File: src/rtl/imem_fetch_ctrl.sv
// Fetch sequencer: owns the PC, tracks one instruction-memory read in flight and
// hands instructions to decode. Optional perf counters: IMEM_FETCH_CTRL_PERF_EN.
module imem_fetch_ctrl #(
    parameter int              PC_W     = 64,
    parameter int              INSTR_W  = 32,
    parameter logic [PC_W-1:0] RESET_PC = {PC_W{1'b0}}
) (
    input  logic               clk,
    input  logic               reset,
    input  logic               fetch_en,
    output logic [PC_W-1:0]    imem_pc,
    input  logic [INSTR_W-1:0] imem_instr,
    input  logic               redirect_valid,
    input  logic [PC_W-1:0]    redirect_pc,
    output logic               out_valid,
    input  logic               out_ready,
    output logic [PC_W-1:0]    out_pc,
    output logic [INSTR_W-1:0] out_instr,
    output logic               fault
`ifdef IMEM_FETCH_CTRL_PERF_EN
    ,
    output logic [31:0]        perf_fetched,
    output logic [31:0]        perf_stall
`endif
);

    typedef enum logic [0:0] {
        ST_RUN   = 1'b0,
        ST_FAULT = 1'b1
    } state_t;

    localparam logic [PC_W-1:0] PC_STEP = PC_W'(3'd4);

    state_t               state_r;
    state_t               state_nxt_s;
    logic                 run_s;
    logic                 misaligned_s;
    logic                 issue_s;
    logic                 slot_free_s;

    logic [PC_W-1:0]      pc_r;
    logic                 inflight_r;
    logic [PC_W-1:0]      inflight_pc_r;
    logic                 skid_valid_r;
    logic [PC_W-1:0]      skid_pc_r;
    logic [INSTR_W-1:0]   skid_instr_r;

    assign imem_pc      = pc_r;
    assign misaligned_s = (redirect_pc[1:0] != 2'b00);
    assign slot_free_s  = !out_valid || out_ready;
    // Hold off issue while a return would have nowhere to land.
    assign issue_s      = run_s && fetch_en && !redirect_valid && !skid_valid_r &&
                          !(inflight_r && out_valid && !out_ready);

    // State register.
    always_ff @(posedge clk or posedge reset) begin
        if (reset) begin
            state_r <= ST_RUN;
        end else begin
            state_r <= state_nxt_s;
        end
    end

    // Next-state logic: only a redirect moves between RUN and FAULT.
    always_comb begin
        state_nxt_s = state_r;
        if (redirect_valid) begin
            if (misaligned_s) begin
                state_nxt_s = ST_FAULT;
            end else begin
                state_nxt_s = ST_RUN;
            end
        end else begin
            state_nxt_s = state_r;
        end
    end

    // State decode outputs.
    always_comb begin
        run_s = 1'b0;
        fault = 1'b0;
        case (state_r)
            ST_RUN:   run_s = 1'b1;
            ST_FAULT: fault = 1'b1;
            default: begin
                run_s = 1'b0;
                fault = 1'b1;
            end
        endcase
    end

    // PC, in-flight tracking, output slot and skid buffer.
    always_ff @(posedge clk or posedge reset) begin
        if (reset) begin
            pc_r          <= RESET_PC;
            inflight_r    <= 1'b0;
            inflight_pc_r <= {PC_W{1'b0}};
            out_valid     <= 1'b0;
            out_pc        <= {PC_W{1'b0}};
            out_instr     <= {INSTR_W{1'b0}};
            skid_valid_r  <= 1'b0;
            skid_pc_r     <= {PC_W{1'b0}};
            skid_instr_r  <= {INSTR_W{1'b0}};
        end else begin
            inflight_r <= issue_s;
            if (issue_s) begin
                inflight_pc_r <= pc_r;
                pc_r          <= pc_r + PC_STEP;
            end
            if (redirect_valid) begin
                // Flush everything from the old stream, including this cycle's return.
                pc_r         <= redirect_pc;
                out_valid    <= 1'b0;
                skid_valid_r <= 1'b0;
            end else if (slot_free_s) begin
                if (skid_valid_r) begin
                    out_valid    <= 1'b1;
                    out_pc       <= skid_pc_r;
                    out_instr    <= skid_instr_r;
                    skid_valid_r <= inflight_r;
                    skid_pc_r    <= inflight_pc_r;
                    skid_instr_r <= imem_instr;
                end else if (inflight_r) begin
                    out_valid <= 1'b1;
                    out_pc    <= inflight_pc_r;
                    out_instr <= imem_instr;
                end else begin
                    out_valid <= 1'b0;
                end
            end else if (inflight_r) begin
                skid_valid_r <= 1'b1;
                skid_pc_r    <= inflight_pc_r;
                skid_instr_r <= imem_instr;
            end
        end
    end

`ifdef IMEM_FETCH_CTRL_PERF_EN
    // Accepted-instruction and back-pressure counters, free-running modulo 2^32.
    always_ff @(posedge clk or posedge reset) begin
        if (reset) begin
            perf_fetched <= 32'd0;
            perf_stall   <= 32'd0;
        end else begin
            if (out_valid && out_ready) begin
                perf_fetched <= perf_fetched + 32'd1;
            end
            if (out_valid && !out_ready) begin
                perf_stall <= perf_stall + 32'd1;
            end
        end
    end
`endif

endmodule

File: config.mk
export PLATFORM = sky130hd
export DESIGN_NAME = imem_fetch_ctrl
export DESIGN_NICKNAME = d
export VERILOG_FILES = /design/src/rtl/imem_fetch_ctrl.sv
export SDC_FILE = /design/constraint.sdc
export NUM_CORES = 1
export LEC_CHECK = 0
export CORE_MARGIN = 10
export CORE_UTILIZATION = 53
export DETAILED_ROUTE_END_ITERATION = 6
export GPL_ROUTABILITY_DRIVEN = 0
export PLACE_DENSITY_LB_ADDON = 0.1
export SLEW_MARGIN = 5
export SYNTH_ARGS = -nofsm -noshare
export SYNTH_HDL_FRONTEND = slang
export SYNTH_SLANG_ARGS = --single-unit
File: constraint.sdc
create_clock -name clk -period 16.6 [get_ports clk]
set_clock_uncertainty 0.1 [all_clocks]
set_input_delay 4.98 -clock clk [delete_from_list [all_inputs] [get_ports clk]]
set_output_delay 4.98 -clock clk [all_outputs]
set_load 0.02 [all_outputs]
==> metrics, run 1 <==
PwrDens=132 nW/µm²; Ys Warns=0; GR Util All Layers=22.1%; CP delay by family, top=simple AND/OR/NAND/NOR gates; Final Hold Vio Count=0; ys async rst share=100%; drt drc=0; minimum clock period=7.44 ns; initial core utilization=53.7%; Netlist Area Pre-Place=14400 µm²; Port-buffer cells=262; CP max stage cell=nor2_4; leakage power=7.56 nW; DRT iter0 DRCs=741; Post-Syn Area per Cell=11.5 µm²; Final nets=1597; Power Total=2.43 mW; clk sinks=324; Worst EP required=16.88 ns; Sum Neg Setup Slack=0 ns; hold buffers post-CTS=0; Die ar.=34200 µm²; largest net degree at the start of global routing=109; placed standard-cell area=17300 µm²; dpl ws=8.59 ns; CTS max path bufs=3; crit path DAT=7.73 ns; antenna violations before repair=1; outcome=completed; top cells by area, synth=dfrtp_1 56%, mux2_2 13%, mux2i_1 6.9%, a21oi_1 3.5%, nor2_1 3.5%; CP Class=in -> reg; Psw=0.714 mW; ys flop type=dfrtp_1; Tcrit/Tclk final=44.8%; 1st-pass router iterations=5; Sw Ratio=29.4%; syn nets=1358; DRT antenna net count=0; clock share of power=32.4%; worst hold slack=0.402 ns; Pins Over Slew Limit=0; first-pass GRT wire length=60600 µm; grt ovf=0; #FFs+latches synth=324; number of synthesized flops with an enable pin=0; final instance area=18500 µm²; Setup Viol. Count Final=0; Die Y=185 µm; vias in the first global route=10900; root buffer cell=clkbuf_16; Worst-Margin Slew=1.12 ns; post-route setup slack=9.16 ns; worst path bufs/invs=2; CTS tree=yes; Inserted Clock Buffers=36; postcts setup bufs=0; Max IR drop VDD=94.9 µV; CTS HTree Levels=2; delay of the slowest critical-path stage=0.73 ns; Seq/Total Area, Yosys=56.2%; Fill cells=2036; unrepaired setup endpoints after global routing=no; Yosys top cell area share=56.2%; Max Freq=0.134 GHz; die width=185 µm; critical path launch point type=primary input; post-DP HPWL=26000 µm; Max Cap Violations=0; post_cts resized=0; Top Ports=263; R2R Setup Slk=13.21 ns; P&R area growth vs syn=28.1%; Mapped Cells=1256; Crit. End Element=flip-flop; Rows=60; detailed-route wire length=38300 µm; CP max FO=37; top cell type by total area after synthesis=dfrtp_1; Logic pwr share=24.0%; Netlist cell types=46; wire per inst=20.6 µm; clock-pin slew on the worst setup and hold paths=0.06 ns; internal power=1.72 mW; Core Box Area=26900 µm²; via count=10700; Via density=5.76; worst-path cell chain=clkdlybuf4s50_1, nor3b_1, nand2_1, nor2_4, buf_4, mux2_2; Rel. slew slack=25.7%; Hold WC Path Type=reg -> reg; layout cells sized above 1=16.7%; Seq pwr share=43.6%; Clock Latency Late Sink=0.50 ns
[final cells by class]
cell class | instances | area, µm² | share of cell area [%]
flip-flops and latches | 324 | 8110 | 43.9
multi-input cells | 847 | 6010 | 32.5
repair buffers | 275 | 2720 | 14.7
clock buffers | 52 | 1080 | 5.85
well taps | 341 | 427 | 2.31
clock inverters | 9 | 97.6 | 0.528
inverters | 11 | 48.8 | 0.264
diodes | 1 | 2.50 | 0.0135
[flip-flops by register name (all words and copies together), names as in the netlist]
register,flops
out_pc,64
skid_valid_r,1
out_instr,32
skid_instr_r,32
skid_pc_r,64
out_valid,1
state_r,1
inflight_pc_r,64
imem_pc,64
inflight_r,1
[cells in the final DEF, fill, tap and decap left out, types with 33 or more instances in the layout]
cell type and count:
dfrtp_1 323, clkdlybuf4s50_1 261, mux2_2 164, nor2_1 134, a21oi_1 101, mux2i_1 100, nand2_1 64, o21ai_0 39
clkbuf_16 37, nand3_1 33
[cells in the mapped netlist, drive strengths merged, types with 4 or more instances]
library cell and number:
xor2 12, inv 11, buf 13, mux2i 100, and3 9, and2 7
nand3 33, a31oi 20, o21ai 39, nor4 16, clkbuf 59, or3 10
nand2 64, o31ai 7, a21oi 102, or4 9, xnor2 19, dfrtp 324
and4 15, nor3 19, o41ai 5, nand4 33, nor2 135, nor2b 4
mux2 164
[logic make-up (layout without fill, tap and decap cells)]
group                    Yosys count  after routing  share of synthesized area, %
AO/OA/AOI/OAI                    188            188                          7.30
AND/OR/NAND/NOR                  363            363                          12.5
other                              0              1                             0
multiplexers                     264            264                          19.7
buffers and inverters             85            347                          2.38
adder cells (fa/ha/maj)            1              1                        0.0866
XOR/XNOR                          31             31                          1.88
flip-flops                       324            324                          56.2
[worst reg2reg max path: cells and delay by family, from the launching register on]
family | cells | cell delay (ns)
buffers and inverters | 1 | 0.60
DFF | 1 | 0.78
muxes | 1 | 0.43
and+or+nand+nor | 3 | 1.37
[final timing paths]
check                                   start                 to  depth (start not counted)
worst max-delay path                 fetch_en  inflight_pc_r[11]                          6
worst min-delay path            skid_pc_r[60]      skid_pc_r[60]                          1
worst max register to register   skid_valid_r  inflight_pc_r[11]                          5
worst min register to register  skid_pc_r[60]      skid_pc_r[60]                          1
max in group asynchronous               reset        imem_pc[61]                          3
min in group asynchronous               reset      out_instr[15]                          2
[power by group through the flow]
stage          Clock [mW]  Combinational [mW]  Sequential [mW]
6_report            0.788               0.583             1.06
4_1_cts             0.805               0.593             1.06
3_3_place_gp            0               0.579             1.07
3_5_place_dp            0               0.589             1.07
5_1_grt             0.838               0.633             1.08
2_1_floorplan           0               0.196             1.16
[layer usage]
layer,global-route usage (%),vias up,wire (µm)
met1,30.0,5282,17200
met5,0,-,0
met2,34.7,331,17600
li1,-,5027,-
met4,6.92,0,980
met3,4.80,65,2510
[through the flow]
step,util [%],cells
finish,68.8,1860
global route,68.8,1860
CTS,68.8,1859
detailed placement,64.4,1798
global placement,64.4,1798
floorplan,-,1256
Note: power is estimated with default switching activity, not from simulation.
==> run 2, diff against run 1 <==
==> constraint.sdc (replaced) <==
create_clock -name clk -period 7.37 [get_ports clk]
set_clock_uncertainty 0.1 [all_clocks]
set_input_delay 2.211 -clock clk [delete_from_list [all_inputs] [get_ports clk]]
set_output_delay 2.211 -clock clk [all_outputs]
set_load 0.02 [all_outputs]
==> run 2 against run 1 <==
Net effect: non-clock buffer count up 1; critical path depth up 1; worst setup slack worse by 6.4 ns; die area unchanged; combinational power up 130%; routed wire length up 0.98%; final area about the same; worst hold slack better by 0.0015 ns; final cell count up 0.11%; first-iteration DRC count down 0.54%; critical endpoint is now imem_pc[34]; highest routed layer unchanged.
==> metrics, run 2 (same netlist as run 1, synthesis figures left out) <==
detailed-route wire length=38600 µm; commonest non-fill, non-tap cells in the layout=323 x dfrtp_1, 261 x clkdlybuf4s50_1, 164 x mux2_2; via count=10700; Rel. slew slack=30.0%; outcome=completed; Pins Over Slew Limit=0; Via density=5.76; first-pass GRT wire length=61000 µm; WL met1=17000 µm; DR top layer=met4; post-DP HPWL=26400 µm; P&R area growth vs syn=28.0%; CTS HTree Levels=2; DRT iter0 DRCs=737; Inserted Clock Buffers=35; Clock Latency Late Sink=0.51 ns; Max IR drop VDD=190 µV; Die ar.=34200 µm²; 1st-pass router iterations=5; Crit Reg-Reg Startpoint=skid_valid_r; Worst Hold Path EP=skid_pc_r[60]; clk sinks=324; minimum clock period=4.62 ns; Final nets=1597; CTS tree=yes; met3 routed WL=2700 µm; post-route setup slack=2.75 ns; Sum Neg Setup Slack=0 ns; antenna violations before repair=2; critical path launch point type=primary input; Setup Viol. Count Final=0; Max Cap Violations=0; Crit. End Element=flip-flop; CP max FO=21; GR Util All Layers=22.4%; reg2reg end=skid_pc_r[36]; most common cell after layout, fill and taps aside=dfrtp_1; Die Y=185 µm; root buffer cell=clkbuf_16; Crit. Startpoint=fetch_en; worst hold path startpoint=skid_pc_r[60]; unrepaired setup endpoints after global routing=no; Tcrit/Tclk final=62.6%; wire per inst=20.8 µm; DRT antenna net count=0; postcts setup bufs=0; PwrDens=293 nW/µm²; vias in the first global route=10800; R2R Setup Slk=3.72 ns; Core Box Area=26900 µm²; Max Freq=0.217 GHz; drt drc=0; Hold WC Path Type=reg -> reg; leakage power=7.53 nW; CTS max path bufs=3; clock-pin slew on the worst setup and hold paths=0.06 ns; DR WL met2=18200 µm; R2R cell count=5; dpl ws=2.26 ns; largest net degree at the start of global routing=169; hold buffers post-CTS=0; Rows=60; Worst-Margin Slew=1.05 ns; initial core utilization=53.7%; post_cts resized=0; CP Class=in -> reg; Final Hold Vio Count=0; Port-buffer cells=262; Worst EP required=7.70 ns; hold path cells=1; die width=185 µm; crit path DAT=4.95 ns; grt ovf=0; Top Ports=263; layout cells sized above 1=16.4%
run 2: per-stage QoR:
| stage | total power, mW | utilization [%] | std cells | area (µm²) | hold slack [ns] |
|---|---|---|---|---|---|
| floorplan | 3.06 | - | 1256 | 14400 | 0.380 |
| CTS | 5.46 | 68.7 | 1859 | 18500 | 0.408 |
| global placement | 3.71 | 64.6 | 1799 | 17400 | 0.388 |
| finish | 5.41 | 68.8 | 1862 | 18500 | 0.403 |
| global route | 5.66 | 68.7 | 1860 | 18500 | 0.414 |
| detailed placement | 3.74 | 64.6 | 1799 | 17400 | 0.395 |
run 2: cell type report:
cell class / instances / area (µm²)
clock buffer: 56 / 1100
antenna: 3 / 7.51
timing repair buffer: 276 / 2760
multi-input combinational: 847 / 6010
tap: 341 / 427
sequential: 324 / 8110
fill: 2047 / 8390
clock inverter: 4 / 22.5
inverter: 11 / 45.0
run 2: worst max-delay path by stage:
stage	endpoint	cells past startpoint	slack (ns)
2_1_floorplan	imem_pc[0]	1	0.74
5_1_grt	imem_pc[34]	7	2.58
3_5_place_dp	imem_pc[34]	7	2.26
6_report	imem_pc[34]	7	2.75
4_1_cts	imem_pc[34]	7	2.78
3_3_place_gp	imem_pc[40]	7	2.28
run 2: power breakdown:
part	switching, mW	internal, mW	leakage (nW)
clock	0.687	1.02	0.550
sequential	0.265	2.12	3.97
combinational	0.653	0.663	3.01
run 2: critical path: stages:
cell and delay [ns]:
clkdlybuf4s50_1 0.44, nor3b_1 0.39, nand4_1 0.19, buf_4 0.24, or3_1 0.67, or4_1 0.60, a31oi_1 0.18
run 2: layer usage:
metal  track usage (%)  up-vias
li1                  -     5020
met1              30.2     5351
met2              35.3      301
met3              5.37       56
met4              5.98        0
met5                 0        -
